[src/rtl/blackjack_turn_ctrl.sv]
// Blackjack round sequencer: deal, player turn, dealer draw, outcome.
// Optional idle-player timeout enabled by BLACKJACK_TURN_TIMEOUT_EN.
module blackjack_turn_ctrl #(
  parameter int MAX_CARDS      = 9,
  parameter int DEALER_STAND   = 17,
  parameter int SETTLE_CYCLES  = 2,
  parameter int TIMEOUT_CYCLES = 1000
) (
  input  logic                   clk,
  input  logic                   rst,
  input  logic                   start,
  input  logic                   hit,
  input  logic                   stand,
  output logic                   card_req,
  input  logic                   card_valid,
  input  logic [3:0]             card_value,
  output logic [4*MAX_CARDS-1:0] player_cards,
  output logic [4*MAX_CARDS-1:0] dealer_cards,
  input  logic [5:0]             player_total,
  input  logic [5:0]             dealer_total,
  output logic                   player_turn,
  output logic                   busy,
  output logic [1:0]             result,
  output logic                   result_valid
);

  localparam int CW = $clog2(MAX_CARDS + 1);

  typedef enum logic [3:0] {
    S_IDLE, S_DEAL, S_P_WAIT, S_P_DRAW, S_P_SETTLE,
    S_D_CHECK, S_D_DRAW, S_D_SETTLE, S_RESULT
  } state_t;

  state_t                 r_state, w_next;
  logic [CW-1:0]          r_pcnt, r_dcnt, w_nd;
  logic [3:0]             r_settle;
  logic                   r_req, r_rv;
  logic [1:0]             r_result, w_res;
  logic [4*MAX_CARDS-1:0] r_pc, r_dc;
  logic                   w_acc, w_need, w_to_p;
  logic                   w_pfull, w_dfull, w_clr;
  logic                   w_in_settle, w_set_done, w_tmo;

  assign w_nd        = r_pcnt + r_dcnt;
  assign w_pfull     = r_pcnt == CW'(MAX_CARDS);
  assign w_dfull     = r_dcnt == CW'(MAX_CARDS);
  assign w_acc       = r_req & card_valid &
                       (card_value != 4'd0) & (card_value <= 4'd13);
  assign w_need      = (r_state == S_DEAL && w_nd < CW'(4)) ||
                       r_state == S_P_DRAW || r_state == S_D_DRAW;
  // Deal alternates player/dealer, so the running total's parity picks the side.
  assign w_to_p      = (r_state == S_DEAL && !w_nd[0]) ||
                       r_state == S_P_DRAW;
  assign w_clr       = start &&
                       (r_state == S_IDLE || r_state == S_RESULT);
  assign w_in_settle = r_state == S_P_SETTLE || r_state == S_D_SETTLE;
  assign w_set_done  = r_settle == 4'(SETTLE_CYCLES - 1);

`ifdef BLACKJACK_TURN_TIMEOUT_EN
  localparam int TW = $clog2(TIMEOUT_CYCLES + 1);
  logic [TW-1:0] r_tmo;

  assign w_tmo = r_state == S_P_WAIT &&
                 r_tmo == TW'(TIMEOUT_CYCLES - 1);

  always_ff @(posedge clk or negedge rst) begin
    if (!rst)
      r_tmo <= '0;
    else if (r_state == S_P_WAIT && !hit && !stand && !w_tmo)
      r_tmo <= r_tmo + TW'(1);
    else
      r_tmo <= '0;
  end
`else
  assign w_tmo = 1'b0;
`endif

  always_comb begin
    w_res = 2'b11;
    if (player_total > 6'd21)
      w_res = 2'b10;
    else if (dealer_total > 6'd21)
      w_res = 2'b01;
    else if (player_total > dealer_total)
      w_res = 2'b01;
    else if (player_total < dealer_total)
      w_res = 2'b10;
  end

  always_comb begin
    w_next = r_state;
    unique case (r_state)
      S_IDLE:     if (start) w_next = S_DEAL;
      S_DEAL:     if (w_acc && w_nd == CW'(3)) w_next = S_P_SETTLE;
      S_P_WAIT: begin
        if (player_total > 6'd21)
          w_next = S_RESULT;
        else if (w_pfull || stand || w_tmo)
          w_next = S_D_CHECK;
        else if (hit)
          w_next = S_P_DRAW;
      end
      S_P_DRAW:   if (w_acc) w_next = S_P_SETTLE;
      S_P_SETTLE: if (w_set_done) w_next = S_P_WAIT;
      S_D_CHECK: begin
        if (dealer_total >= 6'(DEALER_STAND) || w_dfull)
          w_next = S_RESULT;
        else
          w_next = S_D_DRAW;
      end
      S_D_DRAW:   if (w_acc) w_next = S_D_SETTLE;
      S_D_SETTLE: if (w_set_done) w_next = S_D_CHECK;
      S_RESULT:   if (start) w_next = S_DEAL;
      default:    w_next = S_IDLE;
    endcase
  end

  always_ff @(posedge clk or negedge rst) begin
    if (!rst) begin
      r_state  <= S_IDLE;
      r_pcnt   <= '0;
      r_dcnt   <= '0;
      r_pc     <= '0;
      r_dc     <= '0;
      r_settle <= '0;
      r_req    <= 1'b0;
      r_result <= 2'b00;
      r_rv     <= 1'b0;
    end else begin
      r_state  <= w_next;
      r_req    <= w_need & ~w_acc;
      r_settle <= (w_in_settle && !w_set_done) ?
                  r_settle + 4'd1 : 4'd0;
      if (w_clr) begin
        r_pcnt <= '0;
        r_dcnt <= '0;
        r_pc   <= '0;
        r_dc   <= '0;
      end else if (w_acc) begin
        if (w_to_p) begin
          if (!w_pfull) begin
            r_pc[{r_pcnt, 2'b00} +: 4] <= card_value;
            r_pcnt <= r_pcnt + CW'(1);
          end
        end else if (!w_dfull) begin
          r_dc[{r_dcnt, 2'b00} +: 4] <= card_value;
          r_dcnt <= r_dcnt + CW'(1);
        end
      end
      r_rv <= w_next == S_RESULT;
      if (w_next != S_RESULT)
        r_result <= 2'b00;
      else if (r_state != S_RESULT)
        r_result <= w_res;
    end
  end

  assign card_req     = r_req;
  assign player_cards = r_pc;
  assign dealer_cards = r_dc;
  assign player_turn  = r_state == S_P_WAIT;
  assign busy         = r_state != S_IDLE && r_state != S_RESULT;
  assign result       = r_result;
  assign result_valid = r_rv;

endmodule

[config.mk]
export PLATFORM = sky130hd
export DESIGN_NAME = blackjack_turn_ctrl
export DESIGN_NICKNAME = d
export VERILOG_FILES = /design/src/rtl/blackjack_turn_ctrl.sv
export SDC_FILE = /design/constraint.sdc
export NUM_CORES = 1
export LEC_CHECK = 0
export ABC_AREA = 1
export CORE_ASPECT_RATIO = 1.5
export CORE_UTILIZATION = 40
export DETAILED_ROUTE_END_ITERATION = 7
export GPL_ROUTABILITY_DRIVEN = 0
export GPL_TIMING_DRIVEN = 1
export SLEW_MARGIN = 20
export SYNTH_ARGS = -nofsm -noshare
export SYNTH_HDL_FRONTEND = slang
export SYNTH_SLANG_ARGS = --single-unit
[constraint.sdc]
create_clock -name clk -period 5.7 [get_ports clk]
set_input_delay 1.425 -clock clk [delete_from_list [all_inputs] [get_ports clk]]
set_output_delay 1.425 -clock clk [all_outputs]
set_load 0.05 [all_outputs]
==> impl_results.md <==
- # clock sinks: just over 90
- RSZ-0062 raised after global routing: false
- ANT nets after route: 0
- Clock network power share: 0.221
- CTS tree: built
- Final slew viol count: 0
- Cells along the critical path: nor2_2, nand3_1, inv_1, clkdlybuf4s50_1
- CP startpoint kind: flip-flop
- H-tree levels: 3
- P_sw: approximately 1.5 mW
- Mapped Nets: 766
- Syn avg cell area: ~7.5 sq um
- Design Power: between 3 and 4 mW
- Ys Warns: 0
- Endpoints failing setup: 0
- Postcts setup bufs: 0
- Leakage power: around 3.4 nW
- Non-filler cells, final: approximately 1000
- Drt drc: 0
- CP required: 4.28 ns
- CP endpoint kind: output pin
- Port bufs: roughly 100
- Cell area after synthesis: about 5400 sq um
- CP Class: reg2out
- Synth-to-layout area growth: 25.56%
- Final Skew: between 0.008 and 0.009 ns
- Clk_lat worst skew: 0.35 ns
- First-pass GRT wire length: about 24000 microns
- Sw Share: 0.4780
- Top-area cell type share of the netlist area: 0.4245
- Largest net degree at the start of global routing: a little under 60
- Commonest cells after routing, fill and taps aside: nand2_1 (210), nand3_1 (113), clkdlybuf4s50_1 (98)
- Setup_tns: 0 ns
- Vias in the first global route: around 5000
- I/O pins: 100
- Count of state elements after synthesis: 92
- Busiest grt layer: met2
- Die Wd: 97.08 microns
- CP Data Arrival Time: approximately 2.2 ns
- Peak supply drop: 0.2086 mV
- Initial Util: 0.4146
- Die area: around 14000 sq um
- Status: complete, no violations
- Met2 usage: 0.3736
- Vias: 5055
- Die outline height: around 140 microns
- Antenna diodes: 0
- WHS: between 0.4 and 0.5 ns
- Post-synth top area cell: dfrtp_1
- Crit path max fanout: 4
- Clock slew at reported path FFs: roughly 0.060 ns
- Most common cell after layout, fill and taps aside: nand2_1
- DR WL/cell: 14.52 microns
- Share of cells above drive strength 1: 0.07466
- Slowest cell on the critical path: clkdlybuf4s50_1
- Num CTS Buffers: 9
- Power per cell area: around 450 nW/um^2
- Area after DPL: 6472 sq um
- CTS Hold Buffers Added: 0
- Top cells by area, synth: dfrtp_1 (42%), nand2_1 (15%), nand3_1 (10%)
- Seq/Total Area, Yosys: 0.4245
- Design Area, Final: 6810 sq um
- Register share of total power: 0.285
- Met3 usage: 0.03963
- Logic pwr share: 0.494
- GRT Residual Overflow: 0
- Post-DP HPWL: 10600 microns
- Final period utilization: 0.6264
- Core Area: between 10000 and 15000 sq um
- Max-Cap Viols: 0
- Cells after synthesis: 725
- Worst Tran Pin Value: between 0.7 and 0.8 ns
- Initial drt markers: between 200 and 250
- Period minus WS final: around 3.6 ns
- Worst rel slew slack: 0.4922
- Placed cell count: 960
- Pint: approximately 1.6 mW
- Worst path max stage delay: around 0.8 ns
- Initial antenna violation count: 0
- DRT Pass-1 Iters: 4
- Nets@finish: between 800 and 900
- Final hold viol count: 0
- Root Buffer: clkbuf_16
- M1 GR Usage: 0.2569
- Row count: a little over 50
- Fmax: 0.2801 GHz
- Vias per cell: between 5 and 6
- Post-synthesis cell type count: 35
- Worst hold path type: reg2reg
- Max clock buf depth: 2
- GRT Util Overall: 0.2115
- Post-CTS Resized: 0
- Final wirelength: 14170 microns
## worst paths after layout
kind                                  startpoint  cells past startpoint          endpoint  slack [ns]
max in group asynchronous                    rst                      2         r_dcnt[2]        3.60
worst min register to register  player_cards[35]                      2  player_cards[35]        0.47
worst max-delay path                  r_state[2]                      4       player_turn        2.13
min in group asynchronous                    rst                      1       r_settle[2]        1.13
worst min-delay path            player_cards[35]                      2  player_cards[35]        0.47
worst max register to register        r_state[1]                      8  player_cards[33]        3.16
## cell usage after synthesis
cell / instances
nand2_1: 210
nand3_1: 113
dfrtp_1: 92
nor2_1: 78
inv_1: 56
nand4_1: 31
ha_1: 18
nor3_1: 16
o21ai_1: 14
buf_2: 12
buf_4: 11
inv_2: 10
nand2_2: 10
o21ai_0: 8
nor2_2: 7
a21oi_1: 5
xor2_1: 5
nand3_2: 4
nor2_4: 4
xnor2_1: 3
clkbuf_1: 2
nor2_8: 2
nor3_2: 2
a21boi_0: 1
a31oi_1: 1
and3_1: 1
buf_6: 1
clkinv_1: 1
fa_1: 1
nand3_4: 1
nand3b_1: 1
nor3b_1: 1
o211ai_4: 1
o22ai_1: 1
or2_2: 1
## flip-flops by register name, indices dropped and copies added (netlist names)
name	count
card_req	1
r_dcnt	4
dealer_cards	36
result_valid	1
r_pcnt	4
r_state	4
r_settle	4
player_cards	36
result	2
## area by class of cell
class                           count  area [sq um]
Timing Repair Buffer              102          1011
Multi-Input combinational cell    540          2709
Inverter                           67         251.5
Tap cell                          159         198.9
Fill cell                        1237          6271
Clock buffer                       13         270.3
Clock inverter                      3         67.56
Sequential cell                    92          2302
## stage by stage
stage	utilization	setup WS, ns
final	0.5206	2.130
after global routing	0.5206	2.004
after CTS	0.5206	2.122
after detailed placement	0.4948	1.912
after global placement	0.4948	1.971
after floorplan	-	3.150
## power by group through the flow
stage          combinational [mW]  sequential [mW]  clock, mW
3_3_place_gp                 1.47            0.878          0
5_1_grt                      1.66            0.880      0.709
2_1_floorplan               0.918             1.05          0
3_5_place_dp                 1.49            0.877          0
4_1_cts                      1.50            0.866      0.684
6_report                     1.50            0.864      0.672
## per-layer routing
metal / vias to the layer above / part of all wire
met5: - / 0
met4: 0 / 0.022
met3: 18 / 0.042
met2: 126 / 0.49
met1: 2375 / 0.44
li1: 2536 / -
## worst max-delay path: cells and delay by family, from the launching register on
family / cells / cell delay (ns)
buf+inv: 2 / 0.95
simple gates: 2 / 0.44
flops: 1 / 0.41
## cell families (layout without fill, tap and decap cells)
family,after synthesis,count (layout),share of synthesized area
AOI/OAI and AO/OA,31,31,0.03253
and+or+nand+nor,482,482,0.4088
xor gates and xnor gates,8,8,0.01292
adders and majority gates,19,19,0.04521
buffers and inverters,93,185,0.07613
DFF,92,92,0.4245
Power figures use the tool's default switching activity.
